File: config.mk
export PLATFORM = sky130hd
export DESIGN_NAME = rx_channel
export DESIGN_NICKNAME = d
export VERILOG_FILES = /design/src/rtl/rx_pkg.sv /design/src/rtl/rx_proto_chk.sv /design/src/rtl/rx_channel.sv
export SDC_FILE = /design/constraint.sdc
export NUM_CORES = 1
export LEC_CHECK = 0
export CORE_AREA = 5 5 60 62
export CTS_CLUSTER_SIZE = 16
export DETAILED_ROUTE_END_ITERATION = 8
export DIE_AREA = 0 0 65 67
export PLACE_DENSITY = 0.71
export RECOVER_POWER = 50
export SLEW_MARGIN = 5
export SYNTH_ARGS = -nofsm -noshare
export SYNTH_HDL_FRONTEND = slang
export SYNTH_SLANG_ARGS = --single-unit
File: constraint.sdc
create_clock -name ACLK -period 1.75 [get_ports ACLK]
set_clock_uncertainty 0.2 [all_clocks]
set_input_delay 0.4375 -clock ACLK [delete_from_list [all_inputs] [get_ports ACLK]]
set_output_delay 0.4375 -clock ACLK [all_outputs]
set_load 0.05 [all_outputs]
File: src/rtl/rx_pkg.sv
`default_nettype none
// ============================================================================
// Module      : rx_pkg
// Description : Shared state encoding for the VALID/READY channel endpoints.
// Revision    : 1.0
// ============================================================================
package rx_pkg;

   typedef enum logic [1:0] {
      RST   = 2'd0,
      EMPTY = 2'd1,
      ONE   = 2'd2,
      FULL  = 2'd3
   } rx_state_t;

endpackage : rx_pkg
`default_nettype wire

File: src/rtl/rx_proto_chk.sv
`default_nettype none
// ============================================================================
// Module      : rx_proto_chk
// Description : Sticky detector for a source that drops VALID or changes its
//               payload while stalled.
// Revision    : 1.0
// ============================================================================
module rx_proto_chk #(
   parameter int WIDTH = 8
) (
   input  logic             ACLK,
   input  logic             ARESET,
   input  logic             arm,
   input  logic             VALID,
   input  logic             READY,
   input  logic [WIDTH-1:0] xDATA,
   output logic             proto_err
);

   logic             r_stall;
   logic [WIDTH-1:0] r_data;
   logic             r_err;
   logic             w_stall;

   assign w_stall = arm & VALID & ~READY;

   always_ff @(posedge ACLK or posedge ARESET) begin
      if (ARESET) begin
         r_stall <= 1'b0;
         r_data  <= '0;
         r_err   <= 1'b0;
      end else begin
         // A stalled beat must be re-presented unchanged on the following edge.
         if (r_stall && (!VALID || (xDATA != r_data)))
            r_err <= 1'b1;
         r_stall <= w_stall;
         if (w_stall)
            r_data <= xDATA;
      end
   end

   assign proto_err = r_err;

endmodule : rx_proto_chk
`default_nettype wire

File: src/rtl/rx_channel.sv
`default_nettype none
// ============================================================================
// Module      : rx_channel
// Description : Receive endpoint of a VALID/READY channel with a 2-entry skid
//               buffer, registered READY and a staged consumer interface.
// Revision    : 1.0
// ============================================================================
module rx_channel
   import rx_pkg::*;
#(
   parameter int WIDTH = 8
) (
   input  logic             ACLK,
   input  logic             ARESET,
   input  logic             VALID,
   input  logic [WIDTH-1:0] xDATA,
   output logic             READY,
   output logic [WIDTH-1:0] rx_data,
   output logic             rx_valid,
   input  logic             rx_en,
   output logic             rx_hold,
   output logic             proto_err
);

   rx_state_t        r_state;
   logic             r_ready;
   logic             r_valid;
   logic [WIDTH-1:0] r_main;
   logic [WIDTH-1:0] r_skid;

   logic             w_acc;
   logic             w_pop;
   logic             w_main_from_bus;
   logic             w_main_from_skid;
   logic             w_load_skid;

   assign w_acc = VALID & r_ready;
   assign w_pop = rx_en & r_valid;

   assign w_main_from_bus  = ((r_state == EMPTY) && w_acc) ||
                             ((r_state == ONE) && w_acc && w_pop);
   assign w_main_from_skid = (r_state == FULL) && w_pop;
   assign w_load_skid      = (r_state == ONE) && w_acc && !w_pop;

   // READY and rx_valid are registered alongside the state they describe.
   always_ff @(posedge ACLK or posedge ARESET) begin
      if (ARESET) begin
         r_state <= RST;
         r_ready <= 1'b0;
         r_valid <= 1'b0;
      end else begin
         case (r_state)
            RST: begin
               r_state <= EMPTY;
               r_ready <= 1'b1;
               r_valid <= 1'b0;
            end
            EMPTY: begin
               if (w_acc) begin
                  r_state <= ONE;
                  r_valid <= 1'b1;
               end
            end
            ONE: begin
               if (w_acc && !w_pop) begin
                  r_state <= FULL;
                  r_ready <= 1'b0;
               end else if (!w_acc && w_pop) begin
                  r_state <= EMPTY;
                  r_valid <= 1'b0;
               end
            end
            FULL: begin
               if (w_pop) begin
                  r_state <= ONE;
                  r_ready <= 1'b1;
               end
            end
            default: begin
               r_state <= RST;
               r_ready <= 1'b0;
               r_valid <= 1'b0;
            end
         endcase
      end
   end

   // Payload registers carry no reset; rx_valid qualifies their contents.
   always_ff @(posedge ACLK) begin
      if (w_load_skid)
         r_skid <= xDATA;
      if (w_main_from_skid)
         r_main <= r_skid;
      else if (w_main_from_bus)
         r_main <= xDATA;
   end

   rx_proto_chk #(
      .WIDTH     (WIDTH)
   ) u_proto_chk (
      .ACLK      (ACLK),
      .ARESET    (ARESET),
      .arm       (r_state != RST),
      .VALID     (VALID),
      .READY     (r_ready),
      .xDATA     (xDATA),
      .proto_err (proto_err)
   );

   assign READY    = r_ready;
   assign rx_valid = r_valid;
   assign rx_hold  = ~r_valid;
   assign rx_data  = r_main;

endmodule : rx_channel
`default_nettype wire
==> flow_metrics.py, run 1 <==
metrics = {
    "power": {
        "power.static_leakage_uw": 0.000678,
        "power.density_mw_per_mm2": 1560,
        "ir_worst_vdd_mv": 0.876,
    },
    "logic_synthesis": {
        "synth-async-reset-ratio_pct": 46.7,
        "synthSimpleGateAreaFrac_pct": 7.46,
        "avgSynthCellArea_sq_um": 15.2,
        "synth-edff-count": 16,
        "synth.mux.area_fraction_pct": 14.0,
        "post_synth_xor_area_fraction_pct": 6.10,
        "ys_ff_latch": 30,
        "post_synth_most_frequent_cells": "sky130_fd_sc_hd__edfxtp_1 (16), sky130_fd_sc_hd__mux2_2 (16), sky130_fd_sc_hd__dfrtp_1 (14)",
        "synth_ff_type": "sky130_fd_sc_hd__edfxtp_1",
        "warnings_synthesis": 0,
        "post-synth-top-area-cell": "sky130_fd_sc_hd__edfxtp_1",
        "synth-compound-area-share_pct": 5.23,
        "dominant_combinational_cell_family_by_area_after_synthesis": "multiplexers",
        "arithmetic_cell_share_of_the_synthesized_area_counting_full_adders_half_adders_and_majority_gates_pct": 0,
        "synth_top_area_share_pct": 37.2,
        "ys_top_cells_by_area": "sky130_fd_sc_hd__edfxtp_1 (37%), sky130_fd_sc_hd__dfrtp_1 (27%), sky130_fd_sc_hd__mux2_2 (14%)",
        "mappedNetlistArea_sq_mm": 0.00129,
        "post_synthesis_cell_type_count": 26,
        "syn_inst": 85,
        "synth_seq_area_share_pct": 64.3,
        "net_count_synth": 97,
    },
    "setup_path": {
        "worst_setup_path_startpoint": "xDATA[5]",
        "rrSetupSlack_ps": 130,
        "timing.critical_path.to_type": "flop",
        "r2r.worst_path.cells": 4,
        "timing.critical_path.required_ps": 1750,
        "r2r-end": "u_proto_chk.r_data[6]",
        "critical_path.startpoint_type": "input pin",
        "crit-reg2reg-launch": "r_state[1]",
        "critPathMaxFanout": 4,
        "worst_ep_arrival_time_ps": 1700,
        "critPathCapture": "u_proto_chk.proto_err",
        "setup.worst_path.class": "in -> reg",
    },
    "detailed_routing": {
        "drcViolationCount": 0,
        "route.antenna.remaining_nets": 0,
        "vias_per_cell": 5.16,
        "routed_wirelength_mm": 2.30,
        "drt_first_pass_iters": 5,
        "wl_per_cell_um": 14.8,
        "route.vias.total": 805,
        "drtIter0Drc": 20,
    },
    "outcome": {
        "outcome": "finished clean",
    },
    "clock_network": {
        "cts-buffers-inserted": 5,
        "clock_latency_of_the_later_clocked_register_in_the_worst_skew_pair_ps": 320,
        "cts_htree_levels": 2,
        "clk_pin_slew_worst_paths_ps": 80,
        "cts_max_path_buffers": 2,
        "cts-root-buf": "sky130_fd_sc_hd__clkbuf_4",
        "cts.sink_count": 30,
        "post_cts.repair.setup_buffers": 0,
        "ctsResizeCount": 1,
        "tritoncts": "built",
        "cts_hold_buf": 0,
    },
    "placed_design": {
        "gp_congestion": 0.794,
        "post_dp_cell_area_sq_mm": 0.00174,
        "detailedPlace.worstSlack_ps": -377,
        "dp_hpwl_mm": 1.71,
        "placed_cell_count": 148,
        "buffer_ports.inserted": 23,
    },
    "job": {
        "max_cap_viols": 0,
    },
    "sta": {
        "finalWorstSetupSlack_ps": 40.8,
        "final_min_period_over_clock_period_pct": 97.7,
        "worstMarginPinSlew_ps": 723,
        "maxSlewViolCount": 0,
        "maxClockFrequency_mhz": 585,
        "finalHoldWorstSlack_ps": 333,
        "relSlewSlack_pct": 51.8,
        "setup_viol_count_final": 0,
        "report.final.hold_viol_count": 0,
        "finalCriticalPeriod_ps": 1710,
    },
    "floorplan": {
        "initial_core_utilization_pct": 43.4,
        "io-pin-count": 24,
        "core_area_sq_mm": 0.00298,
        "floorplan.die.height_um": 67,
        "die-width_um": 65,
        "floorplan.rows": 20,
        "floorplan.die_area_sq_mm": 0.00436,
    },
    "global_routing": {
        "grt_max_degree": 15,
        "grt_util_overall_pct": 12.3,
        "antenna_found_initial": 0,
        "grt_pass1_vias": 872,
        "global_route.overflow_total": 0,
        "wire_length_of_the_first_global_routing_pass_mm": 3.88,
    },
    "worst_hold_path": {
        "hp-class": "reg -> reg",
    },
    "final_layout": {
        "finalCoreUtilization_pct": 58.4,
        "final_design_instance_area_without_fill_sq_mm": 0.00174,
        "non_filler_cells_in_the_finished_layout": 156,
        "fraction_of_final_layout_cells_with_drive_strength_greater_than_1_pct": 42.3,
        "nNetsFinal": 134,
        "antennaDiodeCount": 0,
        "synthToLayoutAreaGrowth_pct": 34.7,
    },
}
-- cells by family (layout without fill, tap and decap cells) --
kind of cell           count (synthesis)  in the layout
AO/OA/AOI/OAI                         10             10
XOR/XNOR                               9              9
buffers and inverters                  5             43
flip-flops                            30             30
multiplexers                          16             16
AND/OR/NAND/NOR                       15             15
-- power breakdown --
group | total (uW) | leakage, uW | internal, uW | switching [uW]
clock | 375 | 0.0000269 | 154 | 221
combinational | 1130 | 0.000346 | 564 | 568
sequential | 1210 | 0.000305 | 994 | 211
-- final cells by class --
type                       instances  area [sq um]
sequential                        30           835
clock buffer                       7          45.0
clock inverter                     1          3.75
timing repair buffer              33           358
tap                               33          41.3
fill                             241          1240
multi-input combinational         50           449
inverter                           2          7.51
-- worst min-delay path by stage --
stage | cells after the start | slack (ps) | startpoint | end
CTS | 3 | 180 | ARESET | u_proto_chk.r_data[5]
finish | 1 | 330 | u_proto_chk.r_data[7] | u_proto_chk.r_data[7]
global route | 2 | 350 | u_proto_chk.r_stall | u_proto_chk.proto_err
floorplan | 1 | 130 | ARESET | r_state[0]
detailed placement | 1 | 320 | u_proto_chk.r_data[0] | u_proto_chk.r_data[0]
global placement | 2 | 310 | u_proto_chk.r_stall | u_proto_chk.proto_err
-- sequential cells by signal, indices dropped and copies added (netlist names) --
signal,count
READY,1
r_skid,8
r_state,2
rx_data,8
rx_valid,1
u_proto_chk.proto_err,1
u_proto_chk.r_data,8
u_proto_chk.r_stall,1
-- through the flow --
stage / setup TNS (ps) / power (uW)
2_1_floorplan: 0 / 1900
3_3_place_gp: -9040 / 2390
3_5_place_dp: -10040 / 2420
4_1_cts: 0 / 2820
5_1_grt: -89.8 / 2880
6_report: 0 / 2710
-- metal layers --
layer  wire (um)  share of wire [%]  up-vias  global-route usage, %
li1            -                  -      380                      -
met1        1010                 44      391                   13.9
met2        1110                 48       29                   20.8
met3         136                5.9        5                   3.71
met4          44                1.9        0                   6.33
met5           0                  0        -                      0
-- cells in the final DEF, fill, tap and decap left out, types with 2 or more instances in the layout --
cell                               n
sky130_fd_sc_hd__a21oi_1           3
sky130_fd_sc_hd__buf_12            8
sky130_fd_sc_hd__buf_4             8
sky130_fd_sc_hd__clkbuf_1          4
sky130_fd_sc_hd__clkbuf_2          4
sky130_fd_sc_hd__clkbuf_4          5
sky130_fd_sc_hd__clkdlybuf4s50_1   2
sky130_fd_sc_hd__dfrtp_1          11
sky130_fd_sc_hd__dfrtp_2           3
sky130_fd_sc_hd__dlygate4sd3_1     9
sky130_fd_sc_hd__edfxtp_1         16
sky130_fd_sc_hd__inv_1             2
sky130_fd_sc_hd__mux2_2           16
sky130_fd_sc_hd__nand2_1           3
sky130_fd_sc_hd__nand3_1           2
sky130_fd_sc_hd__nor2_2            2
sky130_fd_sc_hd__xor2_1            8
-- critical path, cell delays in order --
cell and delay, ps:
sky130_fd_sc_hd__dlygate4sd3_1 590, sky130_fd_sc_hd__xor2_1 160, sky130_fd_sc_hd__nor4_1 380, sky130_fd_sc_hd__a31oi_1 130
Note: power is estimated with default switching activity, not from simulation.
==> inputs of run 2 (changes only) <==
--- a/config.mk
+++ b/config.mk
@@ -15,3 +15,4 @@
 export SYNTH_ARGS = -nofsm -noshare
 export SYNTH_HDL_FRONTEND = slang
 export SYNTH_SLANG_ARGS = --single-unit
+export TNS_END_PERCENT = 5
==> run 2 against run 1 <==
Effect of this change: die area did not move; register-to-register slack barely moved; wire length grew 3.6%; non-clock buffer count rose by 4; global-route usage down 0.054 points; combinational power hardly changed; flip-flop and latch count unchanged; fmax increased by 0.53%; cell count increased by 2.6%.
==> flow_metrics.py, run 2 (synthesis gave the netlist of run 1 again) <==
metrics = {
    "sta": {
        "finalCriticalPeriod_ps": 1700,
        "worstMarginPinSlew_ps": 358,
        "report.final.hold_viol_count": 0,
        "maxSlewViolCount": 0,
        "setup-tns-final_ps": 0,
        "final_min_period_over_clock_period_pct": 97.1,
        "finalWorstSetupSlack_ps": 49.9,
        "relSlewSlack_pct": 76.1,
        "rsz0062_at_grt": "no",
        "setup_viol_count_final": 0,
        "maxClockFrequency_mhz": 588,
    },
    "power": {
        "portion_of_total_power_attributed_to_sequential_cells_pct": 41.9,
        "total_power_uw": 2770,
        "p_comb_share_pct": 41.4,
        "netSwitchingPower_uw": 1010,
        "internal_power_uw": 1760,
        "power.static_leakage_uw": 0.000689,
        "switching_share_pct": 36.4,
        "clkPwrFrac_pct": 16.7,
        "ir_worst_vdd_mv": 0.704,
        "power.density_mw_per_mm2": 1600,
    },
    "worst_hold_path": {
        "hp-class": "in -> async",
    },
    "clock_network": {
        "clock_latency_of_the_later_clocked_register_in_the_worst_skew_pair_ps": 320,
        "tritoncts": "built",
        "cts.sink_count": 30,
        "cts_htree_levels": 2,
        "clk_pin_slew_worst_paths_ps": 90,
        "cts-root-buf": "sky130_fd_sc_hd__clkbuf_4",
        "cts_max_path_buffers": 2,
        "cts_hold_buf": 0,
        "cts-buffers-inserted": 5,
    },
    "final_layout": {
        "nNetsFinal": 138,
        "antennaDiodeCount": 0,
        "mostFrequentLayoutCells": "sky130_fd_sc_hd__mux2_2 (16), sky130_fd_sc_hd__edfxtp_1 (16), sky130_fd_sc_hd__dfrtp_1 (12)",
        "final_design_instance_area_without_fill_sq_mm": 0.00173,
        "synthToLayoutAreaGrowth_pct": 34.2,
        "fraction_of_final_layout_cells_with_drive_strength_greater_than_1_pct": 44.9,
    },
    "setup_path": {
        "timing.critical_path.to_type": "flop",
        "setup.worst_path.class": "in -> reg",
        "critPathCapture": "r_skid[5]",
        "r2r-end": "u_proto_chk.r_data[5]",
        "r2r.worst_path.cells": 4,
        "worst_ep_arrival_time_ps": 1550,
        "worst_setup_path_startpoint": "VALID",
        "rrSetupSlack_ps": 120,
        "critical_path.startpoint_type": "input pin",
        "critPathMaxFanout": 5,
        "timing.critical_path.required_ps": 1600,
        "crit-reg2reg-launch": "r_state[1]",
    },
    "placed_design": {
        "detailedPlace.worstSlack_ps": -341,
        "gp_congestion": 0.879,
        "post_dp_cell_area_sq_mm": 0.00176,
        "buffer_ports.inserted": 23,
        "dp_hpwl_mm": 1.74,
    },
    "global_routing": {
        "global_route.overflow_total": 0,
        "grt_max_degree": 10,
        "grt_pass1_vias": 854,
        "antenna_found_initial": 0,
        "wire_length_of_the_first_global_routing_pass_mm": 3.87,
        "grt_util_overall_pct": 12.2,
    },
    "floorplan": {
        "die-width_um": 65,
        "io-pin-count": 24,
        "floorplan.die.height_um": 67,
        "floorplan.rows": 20,
        "initial_core_utilization_pct": 43.4,
        "floorplan.die_area_sq_mm": 0.00436,
        "core_area_sq_mm": 0.00298,
    },
    "detailed_routing": {
        "wl_per_cell_um": 14.9,
        "drtIter0Drc": 25,
        "routed_wirelength_mm": 2.39,
        "vias_per_cell": 5.23,
        "drt_first_pass_iters": 4,
        "drcViolationCount": 0,
        "route.vias.total": 837,
        "route.antenna.remaining_nets": 0,
    },
    "job": {
        "max_cap_viols": 0,
    },
    "outcome": {
        "outcome": "finished clean",
    },
}
==> run 2: cell types whose count changed in the layout (fill, tap and decap cells not counted), sizes merged <==
cell | before | now
clkbuf | 13 | 18
buf | 16 | 15
==> run 2: worst max-delay path: stages <==
cell,delay [ps]
sky130_fd_sc_hd__clkdlybuf4s50_1,540
sky130_fd_sc_hd__nand2_1,110
sky130_fd_sc_hd__buf_4,160
sky130_fd_sc_hd__nor2_2,140
sky130_fd_sc_hd__buf_4,160
==> run 2: stage by stage <==
stage / hold WS (ps) / std cells / utilization (%)
after floorplan: 127 / 85 / -
after global placement: 306 / 151 / 59.1
after detailed placement: 316 / 151 / 59.1
final: 237 / 160 / 58.2
after global routing: 228 / 160 / 58.2
after CTS: 92.5 / 160 / 61.7
==> run 2: worst min path at each step <==
stage	start	end	slack, ps	cells past startpoint
after floorplan	ARESET	r_state[0]	130	1
after global placement	u_proto_chk.r_stall	u_proto_chk.proto_err	310	2
after detailed placement	u_proto_chk.r_data[0]	u_proto_chk.r_data[0]	320	1
after CTS	ARESET	u_proto_chk.r_data[7]	90	2
after global routing	ARESET	u_proto_chk.r_data[7]	230	2
final	ARESET	u_proto_chk.r_data[7]	240	2
==> run 2: final cells by class <==
type	count	area, sq um
fill	257	1240
sequential	30	833
multi-input combinational	50	443
timing repair buffer	37	339
clock buffer	7	65.1
tap	33	41.3
inverter	2	7.51
clock inverter	1	3.75
==> run 2: power by group through the flow <==
stage | sequential (uW) | combinational, uW | clock (uW)
final | 1160 | 1150 | 465
after CTS | 1170 | 1270 | 482
after global placement | 1190 | 1220 | 0
after detailed placement | 1200 | 1240 | 0
after floorplan | 1330 | 566 | 0
after global routing | 1190 | 1220 | 527
==> run 2: timing repair <==
item                       CTS  global route
setup endpoints to repair    1            17
gates resized for setup      0             4
setup buffers                1             0
==> run 2: routing by layer <==
layer | wire length, um | up-vias | global-route usage, %
li1 | - | 391 | -
met1 | 1090 | 407 | 14.7
met2 | 1100 | 32 | 19.3
met3 | 152 | 7 | 3.54
met4 | 52 | 0 | 7.39
met5 | 0 | - | 0
==> inputs of run 3 (changes only) <==
--- a/config.mk
+++ b/config.mk
@@ -5,12 +5,13 @@
 export SDC_FILE = /design/constraint.sdc
 export NUM_CORES = 1
 export LEC_CHECK = 0
-export CORE_AREA = 5 5 60 62
+export CORE_AREA = 8 8 63 65
 export CTS_CLUSTER_SIZE = 16
 export DETAILED_ROUTE_END_ITERATION = 8
-export DIE_AREA = 0 0 65 67
+export DIE_AREA = 0 0 71 73
 export PLACE_DENSITY = 0.71
 export RECOVER_POWER = 50
+export SKIP_LAST_GASP = 1
 export SLEW_MARGIN = 5
 export SYNTH_ARGS = -nofsm -noshare
 export SYNTH_HDL_FRONTEND = slang
==> run 3 against run 2 <==
Effect of this change: combinational power rose by 3%; via count decreased by 3.7%; non-clock buffer count grew 2; count of clock-buffer cells in the layout shrank 2; final area grew 3.5%; core utilization rose by 2.6 points; worst hold slack better by 97 ps; sequential share of layout area down 1.7 points; total power up 4.4%; sequential power is essentially flat; critical path type unchanged; largest cell class unchanged; highest routed layer unchanged.
==> flow_metrics.py, run 3 (synthesis gave the netlist of run 1 again) <==
metrics = {
    "clock_network": {
        "cts_htree_levels": 2,
        "cts_max_path_buffers": 2,
        "clock_latency_of_the_later_clocked_register_in_the_worst_skew_pair_ps": 320,
        "tritoncts": "built",
        "cts-buffers-inserted": 5,
        "cts-root-buf": "sky130_fd_sc_hd__clkbuf_4",
        "clk_pin_slew_worst_paths_ps": 90,
        "cts.sink_count": 30,
    },
    "detailed_routing": {
        "drtIter0Drc": 16,
        "vias_per_cell": 4.98,
        "drcViolationCount": 0,
        "drt_first_pass_iters": 4,
        "route.antenna.remaining_nets": 0,
        "wl_per_cell_um": 14.9,
        "route.vias.total": 806,
        "routed_wirelength_mm": 2.41,
    },
    "final_layout": {
        "synthToLayoutAreaGrowth_pct": 39.0,
        "mostFrequentLayoutCells": "sky130_fd_sc_hd__mux2_2 (16), sky130_fd_sc_hd__edfxtp_1 (16), sky130_fd_sc_hd__buf_4 (13), sky130_fd_sc_hd__dfrtp_1 (13), sky130_fd_sc_hd__dlygate4sd3_1 (9)",
        "antennaDiodeCount": 0,
        "fraction_of_final_layout_cells_with_drive_strength_greater_than_1_pct": 46.5,
        "nFillCells": 248,
        "final_design_instance_area_without_fill_sq_mm": 0.00179,
        "nNetsFinal": 140,
        "non_filler_cells_in_the_finished_layout": 162,
    },
    "setup_path": {
        "rrSetupSlack_ps": 70,
        "worstPathCellList": "clkdlybuf4s50_1 > nor3b_2 > buf_4 > mux2_2",
        "crit-reg2reg-launch": "r_state[0]",
        "timing.critical_path.required_ps": 1760,
        "timing.critical_path.to_type": "flop",
        "r2r.worst_path.cells": 4,
        "critical_path.startpoint_type": "input pin",
        "crit_path_max_cell_delay_ps": 540,
        "critPathMaxFanout": 6,
        "r2r-end": "u_proto_chk.r_data[4]",
        "crit_path_top_delay_cell": "sky130_fd_sc_hd__clkdlybuf4s50_1",
        "worst_ep_arrival_time_ps": 1730,
        "setup.worst_path.class": "in -> reg",
    },
    "sta": {
        "report.final.hold_viol_count": 0,
        "rsz0062_at_grt": "no",
        "relSlewSlack_pct": 51.5,
        "final_min_period_over_clock_period_pct": 98.2,
        "maxSlewViolCount": 0,
        "finalCriticalPeriod_ps": 1720,
        "worstMarginPinSlew_ps": 727,
        "setup_viol_count_final": 0,
        "maxClockFrequency_mhz": 582,
    },
    "power": {
        "ir_worst_vdd_mv": 1.04,
        "power.density_mw_per_mm2": 1610,
        "power.static_leakage_uw": 0.000724,
    },
    "worst_hold_path": {
        "timing.hold.worst_path_depth": 1,
        "hold_path_startpoint": "u_proto_chk.r_data[5]",
        "worst_hold_path.endpoint": "u_proto_chk.r_data[5]",
        "hp-class": "reg -> reg",
    },
    "global_routing": {
        "antenna_found_initial": 0,
        "wire_length_of_the_first_global_routing_pass_mm": 4.13,
        "grt_pass1_vias": 846,
        "global_route.overflow_total": 0,
        "grt_max_degree": 15,
        "grt_util_overall_pct": 10.7,
    },
    "placed_design": {
        "dp_hpwl_mm": 1.78,
        "post_dp_cell_area_sq_mm": 0.00179,
        "gp_congestion": 0.803,
        "buffer_ports.inserted": 23,
        "placed_cell_count": 153,
    },
    "floorplan": {
        "floorplan.die.height_um": 73,
        "floorplan.rows": 20,
        "die-width_um": 71,
        "initial_core_utilization_pct": 43.7,
        "core_area_sq_mm": 0.00295,
        "floorplan.die_area_sq_mm": 0.00518,
        "io-pin-count": 24,
    },
    "outcome": {
        "outcome": "finished clean",
    },
    "job": {
        "max_cap_viols": 0,
    },
}
-- run 3: changes by cell type in the layout (fill, tap and decap cells not counted), sizes merged --
cell	delta
clkbuf	-6
buf	+6
clkinv	+1
bufinv	+1
-- run 3: cell type report --
type / count / area (sq um) / area share [%]
clock buffers: 5 / 37.5 / 2.09
clock inverters: 3 / 40.0 / 2.23
inverters: 2 / 7.51 / 0.418
multi-input cells: 50 / 432 / 24.1
flip-flops and latches: 30 / 832 / 46.4
well taps: 33 / 41.3 / 2.30
repair buffers: 39 / 404 / 22.5
-- run 3: worst max-delay path by stage --
stage	startpoint	end	slack (ps)	cells past startpoint
final	VALID	u_proto_chk.r_data[4]	30	4
after global placement	VALID	u_proto_chk.r_data[4]	-250	4
after detailed placement	VALID	u_proto_chk.r_data[4]	-300	4
after floorplan	rx_valid	rx_data[0]	-40	2
after global routing	VALID	rx_data[3]	0.09	5
after CTS	rx_valid	rx_hold	20	3
-- run 3: stage by stage --
step                hold slack, ps  worst slack, ps  utilization [%]  TNS (ps)  total power [uW]
floorplan                      127            -42.0                -      -336              1890
global placement               307             -249             60.6     -7190              2430
detailed placement             316             -301             60.6     -8410              2460
CTS                            189             23.6             63.4         0              3020
global route                   357           0.0858             60.8         0              3050
finish                         334             31.4             60.8         0              2900
-- run 3: where the power goes --
group,switching [uW],internal [uW]
clock,246,296
sequential,174,989
combinational,598,593
-- run 3: metal layers --
layer | global-route usage, % | share of wire (%) | routed length (um)
met1 | 11.7 | 44 | 1060
met2 | 16.2 | 47 | 1140
met3 | 6.04 | 7.8 | 188
met4 | 5.54 | 0.95 | 23
met5 | 0 | 0 | 0
-- run 3: worst max-delay path, delay by kind of cell --
kind / cells / cell delay (ps)
buffers and inverters: 2 / 720
multiplexers: 1 / 330
AND/OR/NAND/NOR: 1 / 240
-- run 3: timing repair --
item,in CTS,in global routing
endpoints found under the setup margin,1,1
setup buffers,1,0
pin swaps,0,0
gates resized for setup,0,1
hold buffers,0,0
endpoints found under the hold margin,0,0
